--- src/rtl/alu_pipe_acc.sv ---
// Pipelined A +/- B + C unit with accumulator feedback, optional saturation,
// per-result and sticky overflow flags, and a valid pipeline under a global CE.
module alu_pipe_acc #(
    parameter int A_WIDTH  = 18,
    parameter int B_WIDTH  = 18,
    parameter int R_WIDTH  = 24,
    parameter int IN_REG   = 1,
    parameter int OUT_REG  = 1,
    parameter int SATURATE = 0
) (
    input  logic               CLK0,
    input  logic               RST0,
    input  logic               CE,
    input  logic               CLR,
    input  logic               IN_VALID,
    input  logic               SIGNEDA,
    input  logic               SIGNEDB,
    input  logic [A_WIDTH-1:0] A,
    input  logic [B_WIDTH-1:0] B,
    input  logic [R_WIDTH-1:0] CIN,
    input  logic               OPADDNSUB,
    input  logic               OPCINSEL,
    input  logic               OPACC,
    output logic               OUT_VALID,
    output logic [R_WIDTH-1:0] R,
    output logic               OVF,
    output logic               OVF_STICKY
);

    localparam int EW = R_WIDTH + 2;

    // Operands as seen by the accumulator stage
    logic               st_valid, st_clr, st_sa, st_sb, st_sub, st_cinsel, st_opacc;
    logic [A_WIDTH-1:0] st_a;
    logic [B_WIDTH-1:0] st_b;
    logic [R_WIDTH-1:0] st_cin;

    // CLR and CIN travel with their operation so every per-op input stays aligned.
    generate
        if (IN_REG != 0) begin : g_in_reg
            logic               valid_reg, clr_reg, sa_reg, sb_reg, sub_reg, cinsel_reg, opacc_reg;
            logic [A_WIDTH-1:0] a_reg;
            logic [B_WIDTH-1:0] b_reg;
            logic [R_WIDTH-1:0] cin_reg;

            always_ff @(posedge CLK0 or posedge RST0) begin
                if (RST0) begin
                    valid_reg  <= 1'b0;
                    clr_reg    <= 1'b0;
                    sa_reg     <= 1'b0;
                    sb_reg     <= 1'b0;
                    sub_reg    <= 1'b0;
                    cinsel_reg <= 1'b0;
                    opacc_reg  <= 1'b0;
                    a_reg      <= '0;
                    b_reg      <= '0;
                    cin_reg    <= '0;
                end else if (CE) begin
                    valid_reg  <= IN_VALID;
                    clr_reg    <= CLR;
                    sa_reg     <= SIGNEDA;
                    sb_reg     <= SIGNEDB;
                    sub_reg    <= OPADDNSUB;
                    cinsel_reg <= OPCINSEL;
                    opacc_reg  <= OPACC;
                    a_reg      <= A;
                    b_reg      <= B;
                    cin_reg    <= CIN;
                end
            end

            assign st_valid  = valid_reg;
            assign st_clr    = clr_reg;
            assign st_sa     = sa_reg;
            assign st_sb     = sb_reg;
            assign st_sub    = sub_reg;
            assign st_cinsel = cinsel_reg;
            assign st_opacc  = opacc_reg;
            assign st_a      = a_reg;
            assign st_b      = b_reg;
            assign st_cin    = cin_reg;
        end else begin : g_in_bypass
            assign st_valid  = IN_VALID;
            assign st_clr    = CLR;
            assign st_sa     = SIGNEDA;
            assign st_sb     = SIGNEDB;
            assign st_sub    = OPADDNSUB;
            assign st_cinsel = OPCINSEL;
            assign st_opacc  = OPACC;
            assign st_a      = A;
            assign st_b      = B;
            assign st_cin    = CIN;
        end
    endgenerate

    logic [R_WIDTH-1:0] acc_reg;
    logic               ovf_reg, s1_valid_reg, s1_clr_reg;

    logic               res_signed;
    logic [EW-1:0]      a_ext, b_ext, cin_ext, acc_ext, c_ext, full;
    logic               ovf_calc;
    logic [R_WIDTH-1:0] sat_val, res_calc;

    assign res_signed = st_sa | st_sb;
    assign a_ext      = {{(EW-A_WIDTH){st_sa & st_a[A_WIDTH-1]}}, st_a};
    assign b_ext      = {{(EW-B_WIDTH){st_sb & st_b[B_WIDTH-1]}}, st_b};
    assign cin_ext    = {{2{res_signed & st_cin[R_WIDTH-1]}}, st_cin};
    assign acc_ext    = {{2{res_signed & acc_reg[R_WIDTH-1]}}, acc_reg};

    // A clear arriving with an accumulate op restarts the sum from zero.
    always_comb begin
        c_ext = '0;
        if (st_opacc) begin
            if (!st_clr) c_ext = acc_ext;
        end else if (st_cinsel) begin
            c_ext = cin_ext;
        end
    end

    assign full = st_sub ? (a_ext - b_ext + c_ext) : (a_ext + b_ext + c_ext);

    // Signed: top three bits must agree. Unsigned: top two bits must be clear.
    always_comb begin
        if (res_signed)
            ovf_calc = !((&full[EW-1:R_WIDTH-1]) || !(|full[EW-1:R_WIDTH-1]));
        else
            ovf_calc = |full[EW-1:R_WIDTH];
        if (full[EW-1])
            sat_val = res_signed ? {1'b1, {(R_WIDTH-1){1'b0}}} : '0;
        else
            sat_val = res_signed ? {1'b0, {(R_WIDTH-1){1'b1}}} : '1;
        res_calc = ((SATURATE != 0) && ovf_calc) ? sat_val : full[R_WIDTH-1:0];
    end

    always_ff @(posedge CLK0 or posedge RST0) begin
        if (RST0) begin
            acc_reg      <= '0;
            ovf_reg      <= 1'b0;
            s1_valid_reg <= 1'b0;
            s1_clr_reg   <= 1'b0;
        end else if (CE) begin
            s1_valid_reg <= st_valid;
            s1_clr_reg   <= st_clr;
            if (st_valid) begin
                acc_reg <= res_calc;
                ovf_reg <= ovf_calc;
            end else if (st_clr) begin
                acc_reg <= '0;
            end
        end
    end

    // The sticky flag updates at the stage that drives the outputs, so it
    // always reflects exactly the results already presented.
    generate
        if (OUT_REG != 0) begin : g_out_reg
            logic               valid_reg, ovf_out_reg, sticky_reg;
            logic [R_WIDTH-1:0] r_reg;

            always_ff @(posedge CLK0 or posedge RST0) begin
                if (RST0) begin
                    valid_reg   <= 1'b0;
                    ovf_out_reg <= 1'b0;
                    sticky_reg  <= 1'b0;
                    r_reg       <= '0;
                end else if (CE) begin
                    valid_reg   <= s1_valid_reg;
                    ovf_out_reg <= ovf_reg;
                    r_reg       <= acc_reg;
                    sticky_reg  <= s1_clr_reg ? 1'b0 : (sticky_reg | (s1_valid_reg & ovf_reg));
                end
            end

            assign OUT_VALID  = valid_reg;
            assign R          = r_reg;
            assign OVF        = ovf_out_reg;
            assign OVF_STICKY = sticky_reg;
        end else begin : g_out_bypass
            logic sticky_reg;

            always_ff @(posedge CLK0 or posedge RST0) begin
                if (RST0)
                    sticky_reg <= 1'b0;
                else if (CE)
                    sticky_reg <= st_clr ? 1'b0 : (sticky_reg | (st_valid & ovf_calc));
            end

            assign OUT_VALID  = s1_valid_reg;
            assign R          = acc_reg;
            assign OVF        = ovf_reg;
            assign OVF_STICKY = sticky_reg;
        end
    endgenerate

endmodule

--- config.mk ---
export PLATFORM = sky130hd
export DESIGN_NAME = alu_pipe_acc
export DESIGN_NICKNAME = d
export VERILOG_FILES = /design/src/rtl/alu_pipe_acc.sv
export SDC_FILE = /design/constraint.sdc
export NUM_CORES = 1
export LEC_CHECK = 0
export CAP_MARGIN = 40
export CORE_MARGIN = 2
export CORE_UTILIZATION = 52
export CTS_CLUSTER_DIAMETER = 30
export DETAILED_ROUTE_END_ITERATION = 12
export GPL_TIMING_DRIVEN = 1
export PLACE_DENSITY = 0.76
export REMOVE_ABC_BUFFERS = 1
export SYNTH_ARGS = -nofsm -noshare
export SYNTH_HDL_FRONTEND = slang
export SYNTH_SLANG_ARGS = --single-unit
--- constraint.sdc ---
create_clock -name CLK0 -period 8.75 [get_ports CLK0]
set_input_delay 0.875 -clock CLK0 [delete_from_list [all_inputs] [get_ports CLK0]]
set_output_delay 0.875 -clock CLK0 [all_outputs]
set_load 0.05 [all_outputs]
Yosys cells after proc, flatten, opt, wreduce, memory -nomap -nowiden:

Index checks and enable logic that the tools add are counted.

* bits in registers: 121
* latch bits: 0
* bits in writable memories: 0
* memory bits (read-only): 0
* input bits: 70
* output and inout port bits: 27
* logic and storage cells: 46
* memories: 0

* add/sub/neg operators: 4
* multiply operators: 0
* divide/modulo/power cells: 0
* $lt $le $gt $ge: 0
* equality and inequality tests: 0
* shift operators: 0
* mux-type cells: 8
* bitwise gates (word level): 7
* reduce and logical (&&, ||, !) cells: 9

Operator list (count)
* 26-bit two-way mux: 4
* 26-bit adder: 2
* 24-bit two-way mux: 2
* 19-bit by 19-bit adder with 20-bit output: 1
* 19-bit by 19-bit subtractor with 20-bit output: 1
* 1-bit AND: 5
* 2-bit AND reduction: 2
* 3-bit AND reduction: 1
* 3-bit OR reduction: 1
* 1-bit zero test: 2
* 1-bit two-way mux: 2
* 1-bit bitwise OR: 2
* 2-bit nonzero test: 1
* 2-bit OR reduction: 1
* 1-bit logical OR: 1

Depth between registers and ports, before layout:

Gate-level depths: netlist (run 1).

* word-level depth: 11
* gate-level depth with buffers: 25
* gate-level depth less buffers: 24

Least setup slack after synthesis (run 1):

No wires, ideal clock.

* path type: register -> register
* start: reg g_in_reg.sub_reg
* end: reg ovf_reg
* setup time: 126 ps
* data arrival time: 4767 ps
* required time: 8624 ps
* path slack: 3857 ps
* stages on the path, launching flop included: 24
* buffers on the path: 3
* clock period less this slack: 4893 ps
* cell sequence: dfrtp_1 > clkbuf_1 > buf_1 > nor2_1 > xnor2_1 > ha_1 > nor2b_1 > o21ai_0 > a21boi_1 > a221oi_1 > inv_1 > a21oi_1 > o21ai_0 > xor2_1 > ha_1 > buf_2 > nand3_1 > or4_4 > nor3_4 > o41ai_2 > a2111oi_4 > a21oi_2 > nor4b_4 > nor3_2

* word-level cells in the longest chain between the ends: 6
* elaborated cells on any way between the ends: 8
* classes of those cells: mux: 2; reduce/logical: 6

RTL lines
* start, declared: RTL line 41 `logic valid_reg, clr_reg, sa_reg, sb_reg, sub_reg, cinsel_reg, opacc_reg;`
* start signal, assigned: RTL line 52 `sub_reg <= 1'b0;`
* start signal, assigned: RTL line 63 `sub_reg <= OPADDNSUB;`
* 26-bit two-way mux *: RTL line 120 `assign full = st_sub ? (a_ext - b_ext + c_ext) : (a_ext + b_ext + c_ext);`
* 3-bit OR reduction: RTL line 125 `ovf_calc = !((&full[EW-1:R_WIDTH-1]) || !(|full[EW-1:R_WIDTH-1]));`
* 1-bit zero test: RTL line 125
* 1-bit logical OR: RTL line 125
* 1-bit zero test: RTL line 125
* 1-bit two-way mux *: RTL line 124 `if (res_signed)`
* end signal, assigned: RTL line 146 `ovf_reg <= ovf_calc;`
* end, declared: RTL line 97 `logic ovf_reg, s1_valid_reg, s1_clr_reg;`

Mark *: on every way between the ends. The rest lies on a longest branch, timed or not.
A chain may end at the register's enable or synchronous reset.

Final worst setup path (run 1):

* start: reg g_in_reg.b_reg[2]
* end: reg ovf_reg

* word-level cells in the longest chain between the ends: 8
* elaborated cells on any way between the ends: 12
* classes of those cells: add/sub: 4; mux: 2; reduce/logical: 6

RTL lines
* start, declared: RTL line 43 `logic [B_WIDTH-1:0] b_reg;`
* start signal, assigned: RTL line 56 `b_reg <= '0;`
* start signal, assigned: RTL line 67 `b_reg <= B;`
* 19-bit by 19-bit adder with 20-bit output or 19-bit by 19-bit subtractor with 20-bit output (tied branches): RTL line 120
* 26-bit adder: RTL line 120
* 26-bit two-way mux *: RTL line 120
* 3-bit OR reduction: RTL line 125
* 1-bit zero test: RTL line 125
* 1-bit logical OR: RTL line 125
* 1-bit zero test: RTL line 125
* 1-bit two-way mux *: RTL line 124

Marks and branches as above.

==> out/qor.yml, run 1 <==
grt_use_total_pct: 24.7
htreeDepth: 4
ys.flop_type: "dfrtp_1"
vias_per_cell: 5.84
synth-async-reset-ratio_pct: 100
worstHoldStart: "s1_clr_reg$_DFFE_PP0P_"
critPathKind: "register to register"
clock_skew_ns: 0.00669
hold_depth: 1
critPathCaptureType: "register"
ys_seq_area_share_pct: 41.0
final_net_count: 923
drt-total-wl_mm: 17.6
drv_cap: 0
io_buffer_count: 96
dpl.hpwl_mm: 12.6
grt_pass1_wl_mm: 28.9
num-fill-cells: 1099
die_area_mm2: 0.0152
layout_common_cells: "dfrtp_1 (121), clkdlybuf4s50_1 (95), mux2_2 (88)"
grt_max_degree: 62
drcViolationCount: 0
cts_tree: "yes"
path_clk_slew_ns: 0.06
antenna_found_initial: 0
grt.overflow.total: 0
drtIter0Drc: 343
max-clock-path-buffers: 2
yosys_warnings: 0
cts_setup_buffers: 0
ys_types: 68
outcome: "finished clean"
min_path_type: "register to register"
critPathMaxFanout: 10
drive_gt1_share_pct: 17.7
worstRegToRegCells: 22
slew_violations: 0
rrSetupSlack_ns: 3.06
synth_edf_count: 0
ant_nets: 0
hold_buffers: 0
cts_resized: 0
place_congestion: 0.913
diodes: 0
fin_hold_ws_ns: 0.453
finalCriticalPeriod_ns: 5.69
setup_viol: 0
ir_drop_mv: 0.179
cp_data_required_time_ns: 9.06
core_mm2: 0.0139
die_w_um: 123
wl_per_cell_um: 17.6
ios: 97
netlist_instances: 715
synth.avg_cell_area_um2: 10.3
rr_startpoint: "g_in_reg.b_reg[2]$_DFFE_PP0P_"
syn_area_mm2: 0.00739
rsz0062_at_grt: "no"
clock.fmax_mhz: 176
via_count: 5829
syn_to_final_growth_pct: 23.4
final_common_cell: "dfrtp_1"
fin_crit_sh_pct: 65.1
cts.sinks: 121
first_global_vias: 5925
die_y_um: 123
max_slew_margin_pct: 41.5
initial_core_util_pct: 53.3
cts_buffers: 17
leakage_nw: 3.99
fin_setup_tns_ns: 0
firstDrtPassIters: 5
worstMarginPinSlew_ns: 0.855
synth_seq_cells: 121
worstSetupStartpointType: "register"
cts-root-buf: "clkbuf_16"
rows: 43
power.density_mw_per_mm2: 326
hold_viol: 0
cp-startpoint: "g_in_reg.b_reg[2]$_DFFE_PP0P_"
insertion_delay_ns: 0.43
arrival_ns: 6.00
[cell type report]
type	count	area [um2]	share of cell area [%]
multi-input cells	533	4130	45.3
inverters	31	119	1.30
repair buffers	101	996	10.9
clock buffers	19	453	4.97
flip-flops and latches	121	3030	33.2
well taps	180	225	2.47
clock inverters	13	169	1.85
[final timing paths]
kind	endpoint
worst max-delay path	ovf_reg$_DFFE_PP0P_
worst min-delay path	OVF_STICKY$_DFFE_PP0P_
worst max register to register	ovf_reg$_DFFE_PP0P_
worst min register to register	OVF_STICKY$_DFFE_PP0P_
max in group asynchronous	acc_reg[15]$_DFFE_PP0P_
min in group asynchronous	g_in_reg.b_reg[2]$_DFFE_PP0P_
[where the power goes]
group          leakage (nW)  internal (W)  total (W)  switching (W)
sequential             1.47      0.000694   0.000794       0.000100
clock                 0.292      0.000464   0.000731       0.000268
combinational          2.23      0.000601    0.00145       0.000846
total                  3.99       0.00176    0.00297        0.00121
[through the flow]
stage	instance area [um2]	setup slack, ns	power, W	util [%]	std cells
global route	9120	2.58	0.00316	65.7	998
CTS	9120	3.06	0.00298	65.7	998
global placement	8500	3.32	0.00220	61.2	966
floorplan	7280	3.88	0.00185	-	685
detailed placement	8500	3.15	0.00224	61.2	966
finish	9120	3.06	0.00297	65.7	998
[routing by layer]
layer | wire, um | global-route usage, % | up-vias
met1 | 7720 | 31.4 | 2842
met5 | 0 | 0 | -
met4 | 490 | 11.2 | 0
met3 | 812 | 4.84 | 39
met2 | 8590 | 40.6 | 173
li1 | - | - | 2775
[critical path, cell delays in order, from the launching register on]
cell and delay [ns]:
dfrtp_1 0.41, nor2_1 0.16, nor4b_1 0.61, nor2_1 0.11, xnor2_1 0.16, ha_1 0.34, a21oi_1 0.16, o21bai_1 0.08
a21o_1 0.18, a221oi_1 0.46, inv_1 0.09, a21oi_1 0.24, o21ai_0 0.15, xor2_1 0.17, ha_1 0.45, nand3_1 0.14
or4_4 0.51, nor3_4 0.21, o41ai_2 0.17, a2111oi_4 0.40, a21oi_2 0.09, nor4b_4 0.22, nor3_2 0.07
[cell usage after synthesis (4+ instances only)]
master      n  share of area [%]
dfrtp_1   121                 41
mux2_2     88                 13
nand2_1    51                2.6
a21oi_1    48                3.2
ha_1       46                7.8
o21ai_0    41                2.8
nor2_1     40                2.0
xnor2_1    39                4.6
inv_1      31                1.6
a22o_1     26                3.1
clkbuf_1   25                1.3
a21o_1     15                1.5
nor3_1     13               0.88
xor2_1     10                1.2
nand3_1     9               0.61
o21ai_1     9               0.61
nor2b_1     8               0.68
o21a_1      8               0.81
and2_1      6               0.51
a211oi_1    5               0.51
a31oi_1     4               0.34
a32o_1      4               0.54
o211ai_1    4               0.41
o21bai_1    4               0.41
[kinds of logic (layout without fill, tap and decap cells)]
group | Yosys count | count (layout) | synth area share (%)
adder cells (fa/ha/maj) | 48 | 48 | 8.33
AND/OR/NAND/NOR | 153 | 153 | 10.3
flip-flops | 121 | 121 | 41.0
multiplexers | 89 | 89 | 13.5
AO/OA/AOI/OAI | 194 | 194 | 17.9
buffers and inverters | 61 | 164 | 3.16
XOR/XNOR | 49 | 49 | 5.80
Note: power is estimated with default switching activity, not from simulation.
==> run 2, diff against run 1 <==
Clock period 8.75 ns to 6 ns, I/O delays scaled along.
==> run 2 against run 1 <==
Effect of this change: sequential share of layout area grew 0.13 points; clock power increased by 33%; combinational power up 46%; worst setup slack worse by 2.7 ns; global-route usage down 0.29 points; final area fell by 0.38%; first-iteration DRC count grew 13%; worst hold slack improved by 0.0085 ns; final cell count rose by 0.10%; die area is the same; critical path type unchanged; clock-buffer cell count decreased by 1.
==> out/qor.yml, run 2 (same netlist as run 1, synthesis figures left out) <==
outcome: "finished clean"  # unchanged
ios: 97  # unchanged
busiest_layer: "met2"  # unchanged
grt_pass1_wl_mm: 28.5  # was 28.9 mm
power.total_w: 0.00424  # was 0.00297 W
finalCriticalPeriod_ns: 5.60  # was 5.69 ns
rows: 43  # unchanged
grt.overflow.total: 0  # unchanged
critPathCaptureType: "register"  # unchanged
clock.fmax_mhz: 179  # was 176 MHz
global_route.usage.met1_pct: 30.7  # was 31.4%
cts_tree: "yes"  # unchanged
worstMarginPinSlew_ns: 0.888  # was 0.855 ns
via_count: 5779  # was 5829
initial_core_util_pct: 53.3  # unchanged
max-clock-path-buffers: 2  # unchanged
cts.sinks: 121  # unchanged
layout_common_cells: "dfrtp_1 (121), clkdlybuf4s50_1 (95), mux2_2 (88)"  # unchanged
first_global_vias: 5857  # was 5925
wl_per_cell_um: 17.6  # about the same
fin_setup_tns_ns: 0  # unchanged
drt-total-wl_mm: 17.5  # was 17.6 mm
min_path_type: "register to register"  # unchanged
die_area_mm2: 0.0152  # unchanged
core_mm2: 0.0139  # unchanged
cp_data_required_time_ns: 6.31  # was 9.06 ns
critPathMaxFanout: 6  # was 10
final_net_count: 924  # was 923
grt_use_total_pct: 24.4  # was 24.7%
ir_drop_mv: 0.397  # was 0.179 mV
rsz0062_at_grt: "no"  # unchanged
drtIter0Drc: 386  # was 343
dpl.hpwl_mm: 12.4  # was 12.6 mm
critPathKind: "register to register"  # unchanged
io_buffer_count: 96  # unchanged
drcViolationCount: 0  # unchanged
leakage_nw: 3.96  # was 3.99 nW
die_w_um: 123  # unchanged
ant_nets: 0  # unchanged
drive_gt1_share_pct: 18.1  # was 17.7%
setup_slack_ns: 0.400  # was 3.06 ns
slew_violations: 0  # unchanged
grt.met2_usage_pct: 40.8  # was 40.6%
worstSetupStartpointType: "register"  # unchanged
setup_viol: 0  # unchanged
drv_cap: 0  # unchanged
die_y_um: 123  # unchanged
firstDrtPassIters: 4  # was 5
place_congestion: 0.963  # was 0.913
gr-usage-met3_pct: 6.04  # was 4.84%
hold_buffers: 0  # unchanged
fin_crit_sh_pct: 93.3  # was 65.1%
vias_per_cell: 5.78  # was 5.84
syn_to_final_growth_pct: 22.9  # was 23.4%
num-fill-cells: 1093  # was 1099
insertion_delay_ns: 0.43  # about the same
arrival_ns: 5.91  # was 6.00 ns
final_common_cell: "dfrtp_1"  # unchanged
grt_max_degree: 62  # unchanged
antenna_found_initial: 0  # unchanged
hold_viol: 0  # unchanged
place_ws_ns: 0.350  # was 3.15 ns
max_slew_margin_pct: 39.3  # was 41.5%
power.density_mw_per_mm2: 467  # was 326 mW/mm2
diodes: 0  # unchanged
htreeDepth: 4  # unchanged
path_clk_slew_ns: 0.06  # about the same
clock_skew_ns: 0.0103  # was 0.00669 ns
cts_buffers: 17  # unchanged
cts-root-buf: "clkbuf_16"  # unchanged
==> run 2: cell count changes in the layout (fill, tap and decap cells not counted), sizes merged <==
cell      change
clkinvlp      +4
bufinv        -2
clkinv        -1
buf           +1
clkbuf        -1
==> run 2: stage by stage <==
stage               hold slack [ns]  utilization [%]  area, um2  instances
CTS                           0.459             65.4       9070        999
detailed placement            0.447             61.3       8510        967
floorplan                     0.419                -       7280        685
finish                        0.462             65.5       9090        999
global route                  0.485             65.5       9090        999
global placement              0.433             61.3       8510        967
==> run 2: metal layers <==
metal  routed length [um]  vias up
met5                    0        -
met4                  476        0
met3                  897       39
met2                 8550      155
met1                 7620     2805
li1                     -     2780
==> run 2: cell type report <==
cell class	instances	area, um2	area share (%)
flip-flops and latches	121	3030	33.3
well taps	180	225	2.48
inverters	31	119	1.31
repair buffers	102	1000	11.0
clock inverters	14	126	1.39
clock buffers	18	439	4.83
multi-input cells	533	4150	45.6
==> run 2: path summary, 6_finish.rpt <==
check | from | endpoint | slack [ns] | cells after the start
setup reg to reg | g_in_reg.b_reg[0]$_DFFE_PP0P_ | acc_reg[22]$_DFFE_PP0P_ | 0.40 | 22
hold reg to reg | s1_clr_reg$_DFFE_PP0P_ | OVF_STICKY$_DFFE_PP0P_ | 0.46 | 1
hold / removal | s1_clr_reg$_DFFE_PP0P_ | OVF_STICKY$_DFFE_PP0P_ | 0.46 | 1
max in group asynchronous | RST0 | acc_reg[20]$_DFFE_PP0P_ | 4.10 | 3
min in group asynchronous | RST0 | g_in_reg.sub_reg$_DFFE_PP0P_ | 0.65 | 2
setup / recovery | g_in_reg.b_reg[0]$_DFFE_PP0P_ | acc_reg[22]$_DFFE_PP0P_ | 0.40 | 22
==> run 2: what timing repair did <==
| action | 4_1_cts | 5_1_grt |
|---|---|---|
| setup buffers | 0 | 0 |
| gates resized for setup | 0 | 2 |
| endpoints found under the setup margin | 0 | 4 |
==> run 2: worst max-delay path, stage by stage (launching register included) <==
cell	delay [ns]
dfrtp_1	0.44
inv_1	0.09
ha_1	0.30
mux2_2	0.30
inv_1	0.08
ha_1	0.22
nor2b_1	0.13
o21ai_1	0.15
a21boi_0	0.23
o21a_1	0.23
nor2_1	0.15
o21bai_1	0.09
a21oi_1	0.19
xnor2_1	0.13
ha_1	0.39
nand2_1	0.15
o21ai_0	0.30
o211ai_1	0.17
a21oi_1	0.27
o21ai_1	0.15
a2111oi_0	0.79
o21ai_0	0.22
a32o_1	0.30
==> run 2: where the power goes <==
| group | total [W] | switching (W) | internal (W) |
|---|---|---|---|
| sequential | 0.00115 | 0.000142 | 0.00101 |
| combinational | 0.00212 | 0.00124 | 0.000878 |
| clock | 0.000973 | 0.000394 | 0.000579 |
==> run 3, diff against run 2 <==
Settings changed: CORE_ASPECT_RATIO set to 1.4.
==> run 3 against run 2 <==
Effect of this change: final area is 0.90% higher; clock skew fell by 0.0011 ns; final cell count increased by 0.50%; combinational power hardly changed; clock power increased by 8%; via count shrank 0.55%; clock-buffer cell count increased by 6; critical path depth up 1; total power rose by 2.4%; critical path type unchanged; highest routed layer unchanged.
==> out/qor.yml, run 3 (same netlist as run 1, synthesis figures left out) <==
drcViolationCount: 0  # unchanged
leakage_nw: 4.01  # was 3.96 nW
setup_slack_ns: 0.469  # was 0.400 ns
grt_max_degree: 64  # was 62
die_area_mm2: 0.0152  # about the same
cts_buffers: 17  # unchanged
drv_cap: 0  # unchanged
outcome: "finished clean"  # unchanged
die_w_um: 105  # was 123 um
layout_common_cells: "dfrtp_1 (121), clkdlybuf4s50_1 (95), mux2_2 (88)"  # unchanged
vias_per_cell: 5.72  # was 5.78
rows: 51  # was 43
final_area_mm2: 0.00917  # was 0.00909 mm2
grt_use_total_pct: 24.5  # was 24.4%
slew_violations: 0  # unchanged
num-fill-cells: 1138  # was 1093
drtIter0Drc: 226  # was 386
worstMarginPinSlew_ns: 0.858  # was 0.888 ns
ant_nets: 0  # unchanged
fin_crit_sh_pct: 92.2  # was 93.3%
final_common_cell: "dfrtp_1"  # unchanged
worstSetupStartpointType: "register"  # unchanged
cts.sinks: 121  # unchanged
wl_per_cell_um: 17.9  # was 17.6 um
critPathCaptureType: "register"  # unchanged
arrival_ns: 5.83  # was 5.91 ns
place_ws_ns: 0.404  # was 0.350 ns
cp_data_required_time_ns: 6.30  # was 6.31 ns
cts_tree: "yes"  # unchanged
core_mm2: 0.0139  # about the same
path_common_cell: "ha_1"  # unchanged
cpMaxStageDelayCell: "a2111oi_0"  # unchanged
critPathKind: "register to register"  # unchanged
cts-root-buf: "clkbuf_16"  # unchanged
setup_viol: 0  # unchanged
min_path_type: "input port to asynchronous set/reset pin"  # was register to register
drt-total-wl_mm: 17.9  # was 17.5 mm
first_global_vias: 6042  # was 5857
multi_input_area_mm2: 0.00415  # unchanged
insertion_delay_ns: 0.42  # was 0.43 ns
power.density_mw_per_mm2: 474  # was 467 mW/mm2
dpl.hpwl_mm: 13.4  # was 12.4 mm
diodes: 0  # unchanged
initial_core_util_pct: 53.1  # was 53.3%
firstDrtPassIters: 5  # was 4
via_count: 5747  # was 5779
antenna_found_initial: 0  # unchanged
ios: 97  # unchanged
htreeDepth: 4  # unchanged
clock.fmax_mhz: 181  # was 179 MHz
die_y_um: 145  # was 123 um
max-clock-path-buffers: 2  # unchanged
final_cells: 1004  # was 999
critPathMaxFanout: 6  # unchanged
io_buffer_count: 96  # unchanged
final_net_count: 926  # was 924
power.total_w: 0.00434  # was 0.00424 W
max_stage_delay_ns: 0.61  # was 0.79 ns
clock_skew_ns: 0.00914  # was 0.0103 ns
path_clk_slew_ns: 0.05  # was 0.06 ns
syn_to_final_growth_pct: 24.0  # was 22.9%
dp_cells: 974  # was 967
ir_drop_mv: 0.238  # was 0.397 mV
max_slew_margin_pct: 42.7  # was 39.3%
crit_chain: "inv_1 -> ha_1 -> mux2_2 -> inv_1 -> ha_1 -> nor2b_1 -> o21ai_1 -> a21boi_0 -> buf_4 -> o21a_1 -> nor2_1 -> o21bai_1 -> a21oi_1 -> xnor2_1 -> ha_1 -> nand2_1 -> o21ai_0 -> o211ai_1 -> a21oi_1 -> o21ai_1 -> a2111oi_0 -> o21ai_0 -> a32o_1"  # was inv_1 -> ha_1 -> mux2_2 -> inv_1 -> ha_1 -> nor2b_1 -> o21ai_1 -> a21boi_0 -> o21a_1 -> nor2_1 -> o21bai_1 -> a21oi_1 -> xnor2_1 -> ha_1 -> nand2_1 -> o21ai_0 -> o211ai_1 -> a21oi_1 -> o21ai_1 -> a2111oi_0 -> o21ai_0 -> a32o_1
grt_pass1_wl_mm: 29.8  # was 28.5 mm
drive_gt1_share_pct: 17.7  # was 18.1%
rsz0062_at_grt: "no"  # unchanged
hold_viol: 0  # unchanged
finalCriticalPeriod_ns: 5.53  # was 5.60 ns
placed_area_mm2: 0.00855  # was 0.00851 mm2
fin_setup_tns_ns: 0  # unchanged
seq_area_mm2: 0.00303  # unchanged
grt.overflow.total: 0  # unchanged
place_congestion: 0.899  # was 0.963
==> run 3: layout make-up <==
type,count,area share [%]
sequential,121,33.0
clock buffer,24,5.36
clock inverter,6,1.24
timing repair buffer,104,11.3
tap,185,2.52
inverter,31,1.30
multi-input combinational,533,45.2
==> run 3: final timing paths <==
kind                                               start                        endpoint  slack, ns  cells past startpoint
setup / recovery           g_in_reg.b_reg[0]$_DFFE_PP0P_         acc_reg[22]$_DFFE_PP0P_       0.47                     23
hold / removal                                      RST0  g_in_reg.a_reg[15]$_DFFE_PP0P_       0.45                      2
setup reg to reg           g_in_reg.b_reg[0]$_DFFE_PP0P_         acc_reg[22]$_DFFE_PP0P_       0.47                     23
hold reg to reg                   s1_clr_reg$_DFFE_PP0P_          OVF_STICKY$_DFFE_PP0P_       0.49                      1
max in group asynchronous                           RST0          acc_reg[1]$_DFFE_PP0P_       4.72                      3
min in group CLK0                 s1_clr_reg$_DFFE_PP0P_          OVF_STICKY$_DFFE_PP0P_       0.49                      1
==> run 3: power by group <==
part           total [W]  switching, W  internal (W)
Sequential       0.00116      0.000143       0.00101
Clock            0.00105      0.000357      0.000693
Combinational    0.00214       0.00125      0.000884
==> run 3: layer usage <==
metal | up-vias | GRT usage, % | wire [um]
met5 | - | 0 | 0
li1 | 2784 | - | -
met2 | 149 | 43.8 | 9390
met4 | 0 | 9.27 | 394
met3 | 33 | 4.49 | 620
met1 | 2781 | 29.1 | 7530
==> run 3: metrics by stage <==
step	hold WS [ns]	utilization (%)
2_1_floorplan	0.419	-
3_3_place_gp	0.478	61.3
3_5_place_dp	0.491	61.4
4_1_cts	0.447	65.8
5_1_grt	0.455	65.9
6_report	0.448	65.9
==> run 3: repair_timing <==
item | CTS | global route
hold buffers | 0 | 0
buffers inserted | 0 | 0
gates resized for setup | 0 | 2
endpoints found under the setup margin | 0 | 5
==> run 3: worst max-delay path, delay by kind of cell, from the launching register on <==
kind | cells | cell delay, ns
adder cells (fa/ha/maj) | 3 | 0.93
AND/OR/NAND/NOR | 3 | 0.46
buffers and inverters | 3 | 0.36
multiplexers | 1 | 0.31
AO/OA/AOI/OAI | 12 | 2.81
XOR/XNOR | 1 | 0.12
flip-flops | 1 | 0.42
